`src/rtl/seq_div8.sv`:
```
// Sequential restoring divider: unsigned quotient/remainder in WIDTH steps.
// Ports: clk, rst (async, active-high), start, dividend, divisor -> busy, done, quotient, remainder, div_by_zero.
module seq_div8 #(
  parameter int WIDTH = 8
) (
  input  logic             clk,
  input  logic             rst,
  input  logic             start,
  input  logic [WIDTH-1:0] dividend,
  input  logic [WIDTH-1:0] divisor,
  output logic             busy,
  output logic             done,
  output logic [WIDTH-1:0] quotient,
  output logic [WIDTH-1:0] remainder,
  output logic             div_by_zero
);

  localparam int CW = $clog2(WIDTH + 1);

  typedef enum logic [1:0] {
    S_IDLE,
    S_RUN,
    S_DONE
  } state_t;

  state_t r_state;
  state_t w_next;

  logic [WIDTH-1:0] r_rem;
  logic [WIDTH-1:0] r_q;
  logic [WIDTH-1:0] r_d;
  logic [CW-1:0]    r_cnt;
  logic             r_busy;
  logic             r_done;
  logic             r_dbz;
  logic [WIDTH-1:0] r_quot;
  logic [WIDTH-1:0] r_remo;

  logic [WIDTH:0]   w_rem_sh;
  logic [WIDTH:0]   w_diff;
  logic             w_ge;
  logic [WIDTH-1:0] w_rem_nx;
  logic [WIDTH-1:0] w_q_nx;
  logic             w_last;
  logic             w_dz;

  // Partial remainder stays below the divisor, so the shifted value
  // needs one extra bit and the borrow of the trial subtract decides.
  assign w_rem_sh = {r_rem, r_q[WIDTH-1]};
  assign w_diff   = w_rem_sh - {1'b0, r_d};
  assign w_ge     = ~w_diff[WIDTH];
  assign w_rem_nx = w_ge ? w_diff[WIDTH-1:0] : w_rem_sh[WIDTH-1:0];
  assign w_q_nx   = {r_q[WIDTH-2:0], w_ge};
  assign w_last   = (r_cnt == CW'(1));
  assign w_dz     = (divisor == '0);

  always_ff @(posedge clk or posedge rst) begin
    if (rst) begin
      r_state <= S_IDLE;
    end else begin
      r_state <= w_next;
    end
  end

  always_comb begin
    w_next = r_state;
    case (r_state)
      S_IDLE: begin
        if (start) begin
          w_next = w_dz ? S_DONE : S_RUN;
        end
      end
      S_RUN: begin
        if (w_last) begin
          w_next = S_DONE;
        end
      end
      S_DONE:  w_next = S_IDLE;
      default: w_next = S_IDLE;
    endcase
  end

  always_ff @(posedge clk or posedge rst) begin
    if (rst) begin
      r_rem  <= '0;
      r_q    <= '0;
      r_d    <= '0;
      r_cnt  <= '0;
      r_busy <= 1'b0;
      r_done <= 1'b0;
      r_dbz  <= 1'b0;
      r_quot <= '0;
      r_remo <= '0;
    end else begin
      r_busy <= (w_next != S_IDLE);
      r_done <= (w_next == S_DONE);
      case (r_state)
        S_IDLE: begin
          if (start) begin
            r_rem <= '0;
            r_q   <= dividend;
            r_d   <= divisor;
            r_cnt <= CW'(WIDTH);
            r_dbz <= 1'b0;
            if (w_dz) begin
              r_quot <= '1;
              r_remo <= dividend;
              r_dbz  <= 1'b1;
            end
          end
        end
        S_RUN: begin
          r_rem <= w_rem_nx;
          r_q   <= w_q_nx;
          r_cnt <= r_cnt - CW'(1);
          // Results are published only on the final step.
          if (w_last) begin
            r_quot <= w_q_nx;
            r_remo <= w_rem_nx;
          end
        end
        default: ;
      endcase
    end
  end

  assign busy        = r_busy;
  assign done        = r_done;
  assign quotient    = r_quot;
  assign remainder   = r_remo;
  assign div_by_zero = r_dbz;

endmodule

```
`config.mk`:
```
export PLATFORM = sky130hd
export DESIGN_NAME = seq_div8
export DESIGN_NICKNAME = d
export VERILOG_FILES = /design/src/rtl/seq_div8.sv
export SDC_FILE = /design/constraint.sdc
export NUM_CORES = 1
export LEC_CHECK = 0
export ABC_AREA = 0
export BUFFER_PORTS_ARGS = -buffer_cell sky130_fd_sc_hd__buf_2
export CORE_MARGIN = 4
export CORE_UTILIZATION = 51
export CTS_CLUSTER_DIAMETER = 200
export DETAILED_ROUTE_END_ITERATION = 10
export GPL_ROUTABILITY_DRIVEN = 1
export GPL_TIMING_DRIVEN = 0
export PLACE_DENSITY = 0.83
export SYNTH_ARGS = -nofsm -noshare
export SYNTH_HDL_FRONTEND = slang
export SYNTH_SLANG_ARGS = --single-unit
export TNS_END_PERCENT = 100
```
`constraint.sdc`:
```
create_clock -name clk -period 2.35 [get_ports clk]
set_input_delay 0 -clock clk [delete_from_list [all_inputs] [get_ports clk]]
set_output_delay 0 -clock clk [all_outputs]
set_load 0.005 [all_outputs]
```
[Yosys cells after proc, flatten, opt, wreduce, memory -nomap -nowiden]
Cells that the tools add are included.
Cells by class
  $add $sub $neg: 2
  equal/unequal tests: 6
  mux-type cells: 20
  bitwise gates (word level): 1
  reduce and logical (&&, ||, !) cells: 7
Operators with widths (count)
  8-bit 2-to-1 mux: 9
  8-bit case mux with 2 select lines: 4
  9-bit by 8-bit subtractor with 9-bit output: 1
  8-bit zero test: 1
  4-bit case mux with 2 select lines: 1
  2-bit 2-to-1 mux: 3
  2-bit != test (second input constant): 3
  4-bit by 1-bit == test with 1-bit output (second input constant): 1
  4-bit 2-to-1 mux: 1
  2-bit case mux with 2 select lines: 1
  2-bit AND reduction: 2
  4-bit AND reduction: 1
  2-bit nonzero test: 2
  4-bit by 1-bit subtractor with 4-bit output (second input constant): 1
  2-bit by 1-bit == test with 1-bit output (second input constant): 1
  2-bit == test (second input constant): 1
  2-bit zero test: 1
  1-bit 2-to-1 mux: 1
  1-bit NOT: 1
Storage, ports and cells
  flip-flop bits (word level): 49
  bits of input ports: 19
  output and inout port bits: 19
  word-level logic and storage cells: 46

[Longest topological paths before layout]
  depth in word-level cells: 5
  depth in mapped cells: 10
  mapped depth without buffers: 10

[Worst setup path after synthesis]
No wires, ideal clock.
  path kind: reg-to-reg
  start point: register r_q[7]
  end point: register r_remo[1], in the netlist remainder[1]
  library setup time: 80 ps
  arrival time: 2271 ps
  data required time: 2270 ps
  slack: -1 ps
  stages on the path, launching flop included: 11
  path buffers: 0
  period minus slack after synthesis: 2351 ps
  path through: dfrtp_1 -> inv_1 -> ha_1 -> inv_1 -> fa_1 -> a211oi_4 -> nor3_4 -> mux2i_4 -> nor2_8 -> mux2_4 -> a31oi_4
Between the ends
  word-level cells in the longest chain between the ends: 4
Ends and longest elaborated chain
  from (decl): line 30  | logic [WIDTH-1:0] r_q;
  from (signal assigned): line 101  | r_q <= dividend;
  from (signal assigned): line 114  | r_q <= w_q_nx;
  9-bit by 8-bit subtractor with 9-bit output: line 50  | assign w_diff = w_rem_sh - {1'b0, r_d};
  8-bit 2-to-1 mux: line 52  | assign w_rem_nx = w_ge ? w_diff[WIDTH-1:0] : w_rem_sh[WIDTH-1:0];
  8-bit 2-to-1 mux: line 117  | if (w_last) begin
  8-bit case mux with 2 select lines: line 97  | case (r_state)
  to (signal assigned): line 107  | r_remo <= dividend;
  to (signal assigned): line 119  | r_remo <= w_rem_nx;
  to (decl): line 37  | logic [WIDTH-1:0] r_remo;
No other way between the ends. The select of a mux whose other input is x is not followed.
A chain may end at the register's enable or synchronous reset.

[Worst setup path after layout]
Ends and elaborated chain as after synthesis.

==> summary.txt <==
Run status
  – Status: finished with violations
  – Failing checks: setup timing

STA
  – Slew of the pin with the lowest slew margin: 0.677 ns
  – Hold Vio Cnt, Final: 0
  – Slew headroom: 0.547
  – Setup ws final: -0.140 ns
  – Fin Setup TNS: -0.977 ns
  – Final Hold Slack: 0.0589 ns
  – Final setup fails: 15
  – Final min period: 2.49 ns
  – Final period utilization: 1.06
  – RSZ-0062 raised after global routing: yes
  – Clock Skews: 0.0140 ns
  – F_max: 0.402 GHz
  – Max-slew violation count: 0

Worst setup path
  – Crit path kind: flop to flop
  – Worst setup SP type: flop
  – Critical Path Slowest Stage Cell: dfrtp_1
  – Worst flop-to-flop path endpoint: remainder[1]$_DFFE_PP0P_
  – CP endpoint kind: flop
  – CP max FO: 6
  – Required @ worst endpoint: 2.61 ns
  – Crit Reg-Reg Startpoint: r_q[7]$_DFFE_PP0P_
  – Worst reg-to-reg path cell count: 10
  – Crit-path cells: inv_1 -> ha_2 -> inv_2 -> fa_2 -> a211oi_4 -> nor3_4 -> mux2i_4 -> nor2_8 -> mux2_4 -> a31oi_4
  – Critical Path AT: 2.75 ns
  – Max incr delay on CP: 0.41 ns
  – Worst R2R Setup Slack: -0.14 ns

Clocking
  – CTS H-tree lvls: 2
  – CTS Buf Count: 5
  – CTS sink count: 49
  – CTS tree: done
  – Clock buffer depth: 2
  – Clock-pin slew on the worst setup and hold paths: 0.11 ns
  – Clock Tree Root: clkbuf_8
  – Clock Latency Late Sink: 0.32 ns

Cells and area
  – Syn-to-layout area delta: 24.4%
  – Design Area, Final: 3220 µm²
  – Share of cells above drive strength 1: 0.226
  – Fin nets: 369
  – N_diodes: 0

Routing
  – Routed Antenna Nets: 0
  – Vias per cell: 5.71
  – DRC: 0
  – Drt first pass iters: 5
  – Initial DRC Count: 301
  – Total Wirelength: 6740 µm
  – Wire per inst: 16.6 µm
  – Vias: 2324

Placement
  – Gp weighted congestion: 0.873
  – Placed inst area: 2880 µm²
  – Port bufs: 37
  – Post-DP HPWL: 4520 µm

Synth
  – Seq cells post-synth: 49
  – Synth cell types: 51
  – Async set-or-reset flop fraction in the synthesized netlist: 1.00
  – Synth Warn #: 0
  – Avg Inst Size Synth: 9.45 µm²
  – Cell area after synthesis: 2590 µm²
  – Mapped Cells: 274
  – Post-synth EDFFs: 0
  – Post-synth top flop: dfrtp_1
  – Syn nets: 304
  – Register area share after synthesis: 0.473

Power
  – Final Power: 0.00543 W
  – Leakage power: 1.49 nW
  – Max VDD drop: 851 µV
  – Cell Pwr Density: 1680 nW/µm²

Global route
  – Initial antenna violation count: 0
  – GRT overflow: 0
  – First-pass GRT wire length: 11400 µm
  – Overall Global Routing Usage: 0.236
  – Largest net degree at the start of global routing: 44
  – Vias in the first global route: 2373

Job
  – Max-Cap Viols: 0

Floorplanning
  – I/O pins: 38
  – Die Y: 79.3 µm
  – Core box area: 4820 µm²
  – Starting density of the core: 0.538
  – Chip width: 79.3 µm
  – Row count: 25
  – Die area: 6280 µm²

Hold path
  – Hold path cells: 4
  – HP Start: start
  – Hold endpoint: r_q[6]$_DFFE_PP0P_
  – Worst min path class: input port to flop
[routing by layer]
| layer | wire length (µm) | global-route usage | up-vias |
|---|---|---|---|
| met2 | 3190 | 0.378 | 129 |
| met4 | 191 | 0.0997 | 0 |
| li1 | - | - | 1070 |
| met3 | 530 | 0.0510 | 17 |
| met1 | 2830 | 0.308 | 1108 |
| met5 | 0 | 0 | - |
[final cells by class]
class	instances	area, µm²
Fill cell	361	1590
Multi-Input combinational cell	202	1310
Sequential cell	49	1230
Timing Repair Buffer	57	394
Tap cell	67	83.8
Clock buffer	5	68.8
Buffer	11	66.3
Inverter	13	48.8
Clock inverter	3	25.0
[worst max-delay path: cells and delay by family, from the launching register on]
kind	cells	cell delay, ns
AO/OA/AOI/OAI	2	0.47
adder cells (fa/ha/maj)	2	0.53
flip-flops	1	0.41
AND/OR/NAND/NOR	2	0.21
buffers and inverters	2	0.11
multiplexers	2	0.71
[sequential cells by signal, summed over array words and instances, names as in the netlist]
register	flops
quotient	8
r_rem	8
busy	1
remainder	8
r_cnt	4
done	1
r_q	8
r_d	8
r_state	2
div_by_zero	1
[per-stage QoR]
stage               worst slack [ns]  utilization  std cells
floorplan                     0.0576            -        274
global placement             -0.0891        0.594        378
detailed placement            -0.138        0.598        379
CTS                          -0.0813        0.665        407
global route                  -0.213        0.669        407
finish                        -0.140        0.669        407
[how the worst max path moves through the flow]
| stage | cells past startpoint | endpoint | slack [ns] | from |
|---|---|---|---|---|
| after CTS | 10 | remainder[1]$_DFFE_PP0P_ | -0.08 | r_q[7]$_DFFE_PP0P_ |
| after floorplan | 10 | remainder[1]$_DFFE_PP0P_ | 0.06 | r_q[7]$_DFFE_PP0P_ |
| after detailed placement | 10 | remainder[6]$_DFFE_PP0P_ | -0.14 | r_q[7]$_DFFE_PP0P_ |
| after global placement | 10 | remainder[6]$_DFFE_PP0P_ | -0.09 | r_q[7]$_DFFE_PP0P_ |
| after global routing | 10 | r_rem[6]$_DFFE_PP0P_ | -0.21 | r_q[7]$_DFFE_PP0P_ |
| final | 10 | remainder[1]$_DFFE_PP0P_ | -0.14 | r_q[7]$_DFFE_PP0P_ |
[power by group]
group	leakage [nW]	switching, W	internal (W)
Clock	0.0447	0.000317	0.000215
Sequential	0.577	0.000255	0.00124
Combinational	0.865	0.00197	0.00143
[cells in the mapped netlist, types with 2 or more instances]
| cell | instances | area share |
|---|---|---|
| and2_1 | 4 | 0.0097 |
| nor2_1 | 31 | 0.045 |
| nand2_1 | 49 | 0.071 |
| clkbuf_1 | 8 | 0.012 |
| xor2_1 | 3 | 0.010 |
| inv_1 | 13 | 0.019 |
| o21ai_1 | 5 | 0.0097 |
| nand2b_1 | 2 | 0.0048 |
| nand3_1 | 5 | 0.0097 |
| a21oi_1 | 12 | 0.023 |
| mux2i_1 | 5 | 0.019 |
| o21ai_0 | 20 | 0.039 |
| o211a_1 | 2 | 0.0077 |
| nand2_2 | 2 | 0.0048 |
| nor2b_1 | 2 | 0.0048 |
| and3_1 | 2 | 0.0048 |
| ha_1 | 10 | 0.048 |
| a211oi_2 | 2 | 0.0097 |
| a211oi_1 | 2 | 0.0058 |
| or4_1 | 2 | 0.0058 |
| xnor2_1 | 2 | 0.0068 |
| dfrtp_1 | 49 | 0.47 |
| a31oi_1 | 14 | 0.034 |
[cell usage in the layout (no fill, tap or decap), types with 3 or more instances in the layout]
cell type / instances
a31oi_1: 12
o21ai_1: 5
o21ai_0: 20
inv_1: 11
ha_1: 9
buf_2: 37
nand2_2: 3
clkbuf_1: 8
nor2_1: 31
dfrtp_1: 49
dlygate4sd3_1: 17
a21oi_1: 12
clkbuf_8: 6
mux2i_1: 3
nand2_1: 48
a31oi_4: 3
nand3_1: 4
xor2_1: 3
and2_1: 4
[repair_timing]
item,4_1_cts,5_1_grt
setup buffers,2,1
pin swaps,3,3
hold buffers,17,0
gates resized for setup,6,5
endpoints found under the hold margin,65,0
gates cloned,1,0
endpoints found under the setup margin,15,16
[cells by family (layout without fill, tap and decap cells)]
kind of cell | after synthesis | in the layout | share of synthesized area
simple gates | 108 | 109 | 0.196
compound gates | 70 | 70 | 0.180
flops | 49 | 49 | 0.473
buf+inv | 24 | 89 | 0.0444
fa+ha+maj | 11 | 11 | 0.0560
mux | 7 | 7 | 0.0338
xor+xnor | 5 | 5 | 0.0169
No activity file was read; power rests on OpenSTA's default activity.
